===== config.mk =====
export PLATFORM = sky130hd
export DESIGN_NAME = ram_burst_master
export DESIGN_NICKNAME = d
export VERILOG_FILES = /design/src/rtl/ram_burst_pkg.sv /design/src/rtl/ram_rd_skid.sv /design/src/rtl/ram_burst_master.sv
export SDC_FILE = /design/constraint.sdc
export NUM_CORES = 1
export LEC_CHECK = 0
export CORE_MARGIN = 2
export CORE_UTILIZATION = 49
export CTS_BUF_LIST = sky130_fd_sc_hd__clkbuf_16
export CTS_CLUSTER_SIZE = 8
export DETAILED_ROUTE_END_ITERATION = 16
export GPL_TIMING_DRIVEN = 0
export PLACE_DENSITY = 0.8
export SETUP_SLACK_MARGIN = 0.15
export SLEW_MARGIN = 0
export SYNTH_ARGS = -nofsm -noshare
export SYNTH_HDL_FRONTEND = slang
export SYNTH_SLANG_ARGS = --single-unit

===== constraint.sdc =====
create_clock -name clk -period 2.61 [get_ports clk]
set_input_delay 0.783 -clock clk [delete_from_list [all_inputs] [get_ports clk]]
set_output_delay 0.783 -clock clk [all_outputs]
set_load 0.005 [all_outputs]

===== src/rtl/ram_burst_pkg.sv =====
// Shared state encoding and default widths for the RAM burst master and its read skid buffer.
package ram_burst_pkg;

  localparam int DEF_DATA_WIDTH = 8;
  localparam int DEF_ADDR_WIDTH = 8;

  typedef enum logic [2:0] {
    IDLE  = 3'd0,
    WRITE = 3'd1,
    READ  = 3'd2,
    DRAIN = 3'd3,
    DONE  = 3'd4
  } state_t;

endpackage


===== src/rtl/ram_rd_skid.sv =====
// Two-entry read-data FIFO between RAM q and the read stream; data is visible the cycle after push.
// out_dat holds steady while out_vld is high and out_rdy is low; the caller never pushes into a full buffer.
module ram_rd_skid
  import ram_burst_pkg::*;
#(
  parameter int DATA_WIDTH = DEF_DATA_WIDTH
) (
  input  logic                  clk,
  input  logic                  rst,
  input  logic                  clr,
  input  logic                  in_vld,
  input  logic [DATA_WIDTH-1:0] in_dat,
  output logic                  out_vld,
  input  logic                  out_rdy,
  output logic [DATA_WIDTH-1:0] out_dat,
  output logic [1:0]            occ
);

  logic [DATA_WIDTH-1:0] mem [2];
  logic                  wr_ptr;
  logic                  rd_ptr;
  logic [1:0]            count;
  logic                  push;
  logic                  pop;

  assign push    = in_vld && (count != 2'd2);
  assign pop     = out_vld && out_rdy;
  assign out_vld = (count != 2'd0);
  assign out_dat = mem[rd_ptr];
  assign occ     = count;

  always_ff @(posedge clk) begin
    if (rst || clr) begin
      wr_ptr <= 1'b0;
      rd_ptr <= 1'b0;
      count  <= 2'd0;
    end else begin
      if (push) wr_ptr <= ~wr_ptr;
      if (pop)  rd_ptr <= ~rd_ptr;
      count <= count + {1'b0, push} - {1'b0, pop};
    end
  end

  always_ff @(posedge clk) begin
    if (push) mem[wr_ptr] <= in_dat;
  end

endmodule


===== src/rtl/ram_burst_master.sv =====
// Burst initiator for a single-port RAM: write beats land on their handshake edge; first read beat 2 cycles after accept.
// Read issue is throttled so no more than 2 words are ever buffered; rd_ready low stalls issue without losing data.
module ram_burst_master
  import ram_burst_pkg::*;
#(
  parameter int DATA_WIDTH = DEF_DATA_WIDTH,
  parameter int ADDR_WIDTH = DEF_ADDR_WIDTH
) (
  input  logic                  clk,
  input  logic                  rst,
  input  logic                  cmd_valid,
  output logic                  cmd_ready,
  input  logic                  cmd_write,
  input  logic [ADDR_WIDTH-1:0] cmd_addr,
  input  logic [ADDR_WIDTH-1:0] cmd_len,
  input  logic [DATA_WIDTH-1:0] wr_data,
  input  logic                  wr_valid,
  output logic                  wr_ready,
  output logic [DATA_WIDTH-1:0] rd_data,
  output logic                  rd_valid,
  input  logic                  rd_ready,
  output logic                  busy,
  output logic                  done,
  output logic [DATA_WIDTH-1:0] ram_data,
  output logic [ADDR_WIDTH-1:0] ram_addr,
  output logic                  ram_we,
  input  logic [DATA_WIDTH-1:0] ram_q
);

  state_t                state;
  state_t                state_nxt;
  logic [ADDR_WIDTH-1:0] addr_cnt;
  logic [ADDR_WIDTH-1:0] beat_cnt;
  logic [ADDR_WIDTH-1:0] ram_addr_q;
  logic [DATA_WIDTH-1:0] ram_data_q;
  logic                  in_flight;
  logic                  cmd_acc;
  logic                  wr_beat;
  logic                  rd_issue;
  logic                  rd_room;
  logic                  skid_pop;
  logic [1:0]            skid_occ;
  logic [1:0]            occ_after;

  assign cmd_acc  = cmd_valid && cmd_ready;
  assign skid_pop = rd_valid && rd_ready;

  // Count the beat leaving this cycle as already gone so a streaming consumer sees one beat per cycle.
  assign occ_after = skid_occ - {1'b0, skid_pop};
  assign rd_room   = (occ_after == 2'd0) || ((occ_after == 2'd1) && !in_flight);

  always_comb begin
    state_nxt = state;
    cmd_ready = 1'b0;
    wr_ready  = 1'b0;
    busy      = 1'b0;
    done      = 1'b0;
    ram_we    = 1'b0;
    ram_addr  = ram_addr_q;
    ram_data  = ram_data_q;
    wr_beat   = 1'b0;
    rd_issue  = 1'b0;
    case (state)
      IDLE: begin
        cmd_ready = 1'b1;
        if (cmd_valid) state_nxt = cmd_write ? WRITE : READ;
      end
      WRITE: begin
        busy     = 1'b1;
        wr_ready = 1'b1;
        if (wr_valid) begin
          wr_beat  = 1'b1;
          ram_we   = 1'b1;
          ram_addr = addr_cnt;
          ram_data = wr_data;
          if (beat_cnt == '0) state_nxt = DONE;
        end
      end
      READ: begin
        busy = 1'b1;
        if (rd_room) begin
          rd_issue = 1'b1;
          ram_addr = addr_cnt;
          if (beat_cnt == '0) state_nxt = DRAIN;
        end
      end
      DRAIN: begin
        busy = 1'b1;
        if (!in_flight && (skid_occ == 2'd0)) state_nxt = DONE;
      end
      DONE: begin
        done      = 1'b1;
        state_nxt = IDLE;
      end
      default: state_nxt = IDLE;
    endcase
  end

  always_ff @(posedge clk) begin
    if (rst) begin
      state      <= IDLE;
      addr_cnt   <= '0;
      beat_cnt   <= '0;
      in_flight  <= 1'b0;
      ram_addr_q <= '0;
      ram_data_q <= '0;
    end else begin
      state      <= state_nxt;
      in_flight  <= rd_issue;
      ram_addr_q <= ram_addr;
      ram_data_q <= ram_data;
      if (cmd_acc) begin
        addr_cnt <= cmd_addr;
        beat_cnt <= cmd_len;
      end else if (wr_beat || rd_issue) begin
        addr_cnt <= addr_cnt + ADDR_WIDTH'(1);
        beat_cnt <= beat_cnt - ADDR_WIDTH'(1);
      end
    end
  end

  ram_rd_skid #(
    .DATA_WIDTH(DATA_WIDTH)
  ) u_skid (
    .clk    (clk),
    .rst    (rst),
    .clr    (cmd_acc),
    .in_vld (in_flight),
    .in_dat (ram_q),
    .out_vld(rd_valid),
    .out_rdy(rd_ready),
    .out_dat(rd_data),
    .occ    (skid_occ)
  );

endmodule


==> key figures <==
Synth
  • Synthesized-area fraction occupied by adder cells: 0.0190
  • Synth cell types: between 40 and 50
  • Synth async-reset ratio: 0
  • Predominant post-synthesis flop cell: dfxtp_1
  • Synth Register Bits: 57
  • Seq/Total Area, Yosys: 0.493
  • Post-Syn Area per Cell: a little over 10 sq um
  • Synth cell count leaders: 41 x dfxtp_1, 26 x nor2_1, 22 x nand2_1
  • Number of flops mapped to enable cells by yosys: 16
  • Top cells by area, synth: dfxtp_1 31%, edfxtp_1 18%, mux2_2 6.8%, xor2_1 4.6%, a211oi_1 3.7%
  • Mapped Cells: 259
  • Cell taking the most area after synthesis: dfxtp_1
  • Mux share of post-synthesis cell area: 0.0763
  • Area fraction of the dominant cell type after synthesis: 0.311
  • Net Count, Synth: 301
  • Synth Area in Simple Gates: 0.170
  • Synthesized area: ~2600 sq um
  • Largest family of logic cells by synthesized area: simple AND/OR/NAND/NOR gates
  • Top-count cell post-synth: dfxtp_1
  • Synth warn: 0
  • Synth Area in Compound Gates: 0.147
  • Synth Area in XOR/XNOR: 0.0531

Global route
  • Routing usage on met2: 0.494
  • Grt ovf: 0
  • Antenna violations before repair: 0
  • Vias in the first global route: roughly 2600
  • Global Route Usage Sum: 0.286
  • Layer with the highest usage: met2
  • Routing usage on met3: 0.0605
  • First-pass GRT wire length: 13200 um
  • Largest net degree at the start of global routing: 12
  • Met1 usage: 0.341

Routing
  • Router iterations before antenna repair: 5
  • Post-Route WL: 10100 um
  • DR WL/cell: 21.6 um
  • Post-route ant nets: 0
  • Drt drc: 0
  • Total number of vias: 2814
  • Vias/cell: 6.03
  • Initial DRC Count: 293

Power
  • Sw Share: 0.359
  • Internal power: 2960 uW
  • Power density cells: 1060 nW/um^2
  • Max rail drop VDD: 0.700 mV
  • Pleak: about 0.0019 uW
  • Clk network pwr share: 0.277
  • Net switching power: ~1700 uW
  • Flop pwr share: 0.271
  • Comb pwr share: 0.452

Final layout
  • Share of cells above drive strength 1: 0.358
  • Area growth syn-to-layout: 65.7%
  • Register area: 1310 sq um
  • Diodes inserted: 0
  • Non-filler cells, final: 467
  • Fin nets: 434
  • Fin util: 0.851
  • FILL cells: roughly 250
  • Multi-input gate area: around 1400 sq um
  • Design Area, Final: approximately 4400 sq um

STA
  • Worst Skew: 0.00772 ns
  • Slew @ Worst Pin: 0.739 ns
  • Min Tclk post-route: 2.90 ns
  • Final WS setup: -0.288 ns
  • Final setup viols: 18
  • Final Cycle Share: 1.11
  • Slew HR: 0.506
  • RSZ-0062 raised after global routing: true
  • Fmax: 0.345 GHz
  • Max Transition Viols Final: 0
  • Final Hold Vio Count: 0

Clock network
  • Cts hold-fix bufs: 0
  • Sink Count: 57
  • Clock root cell: clkbuf_16
  • CTS Buffer Depth: 2
  • Worst-path clk slew: approximately 0.050 ns
  • H-tree levels: 3
  • CTS Buf Count: 9
  • Clk Latency, worst-skew pair: about 0.33 ns
  • TritonCTS clock tree: done

Critical path
  • Required @ worst endpoint: 1.83 ns
  • Crit path buf inv count: 4
  • Delay-heaviest family, CP: simple AND/OR/NAND/NOR gates
  • Delay of the slowest cell on the worst path: roughly 0.4 ns
  • Worst-path cell chain: buf_6, or3b_4, o32ai_4, buf_6, nor2_4, buf_8, nand2_1, nand2_1, buf_2
  • Crit end category: output port
  • Arr. time, crit path: 2.11 ns
  • Slowest CP cell: or3b_4
  • Crit-path max FO: 5
  • Critical path launch point type: register
  • Critical path type: reg -> out

Placed design
  • HPWL after DPL: 4330 um
  • Port Buf Inserts: 66
  • Post-place instance area: 3390 sq um
  • Gp weighted congestion: 0.819
  • DP Cell Count: around 400

Floorplan
  • Starting density of the core: 0.514
  • Core Region: between 5000 and 6000 sq um
  • Std-Cell Rows: 26
  • Die width: around 77 um
  • Die area: 5990 sq um
  • Die Height: about 77 um
  • Io pins: 68

Hold path
  • Hold Path Class: reg -> reg

Run status
  • Failing checks: setup timing
  • Status: finished, violations left

Run
  • Max-cap violations: 0
==> tightest hold or removal path: stages (launching register included) <==
cell     delay (ns)
dfxtp_1        0.30
nand2_2        0.06
a21oi_1        0.05
==> timing repair <==
item / CTS / global route
gates resized for setup: 103 / 47
cloned: 1 / 2
setup endpoints to repair: 26 / 23
pin swaps: 21 / 10
setup buffers: 37 / 16
==> flip-flops by register name, summed over array words and instances, names as in the netlist, named ones only <==
| name | flops |
|---|---|
| u_skid.mem | 16 |
| state | 3 |
| beat_cnt | 8 |
| u_skid.occ | 2 |
| in_flight | 1 |
| addr_cnt | 8 |
| ram_data_q | 8 |
| u_skid.rd_ptr | 1 |
| ram_addr_q | 8 |
| u_skid.wr_ptr | 1 |
==> placed cells by master (no fill, tap or decap), types with 8 or more instances in the layout <==
cell	count
nor2b_1	9
clkbuf_16	11
mux2_4	9
clkbuf_1	8
clkdlybuf4s50_1	43
nand2_1	16
dfxtp_1	38
a21oi_1	8
nor2_1	22
buf_2	9
xor2_1	14
edfxtp_1	16
o211ai_1	11
mux2_2	8
buf_4	26
a211oi_1	13
buf_6	35
==> metrics by stage <==
| stage | total power (uW) | setup slack, ns | setup TNS [ns] | hold WS, ns |
|---|---|---|---|---|
| after global routing | 4770 | -0.327 | -3.83 | 0.476 |
| after CTS | 4030 | -0.248 | -2.17 | 0.460 |
| after detailed placement | 2520 | -1.11 | -15.58 | 0.453 |
| after global placement | 2490 | -1.04 | -14.88 | 0.447 |
| final | 4630 | -0.288 | -3.25 | 0.466 |
| after floorplan | 2050 | 0.190 | 0 | 0.440 |
==> cell type report <==
type,count,area share
well taps,70,0.0200
multi-input cells,182,0.312
flip-flops and latches,57,0.298
plain buffers,16,0.0266
clock inverters,7,0.0217
clock buffers,9,0.0515
inverters,5,0.00429
repair buffers,121,0.265
==> power by group through the flow <==
stage          combinational [uW]  sequential [uW]  clock, uW
6_report                     2090             1250       1280
5_1_grt                      2190             1260       1310
4_1_cts                      1580             1210       1240
3_5_place_dp                 1300             1220          0
3_3_place_gp                 1270             1220          0
2_1_floorplan                 866             1190          0
==> kinds of logic after synthesis <==
kind of cell    count (synthesis)
xor+xnor                       16
fa+ha+maj                       4
simple gates                   90
compound gates                 53
buf+inv                        21
flops                          57
mux                            18
==> metal layers <==
layer,part of all wire,wire length [um]
met5,0,0
met4,0.064,647
met3,0.089,896
met2,0.49,4910
met1,0.36,3650
==> path summary, 6_finish.rpt <==
path,startpoint,endpoint,slack [ns],depth (start not counted)
worst min-delay path,ram_addr_q[5],ram_addr_q[5],0.47,2
worst max-delay path,state[1],ram_addr[7],-0.29,9
worst min register to register,ram_addr_q[5],ram_addr_q[5],0.47,2
worst max register to register,state[1],ram_addr_q[6],-0.15,16
Power figures use the tool's default switching activity.
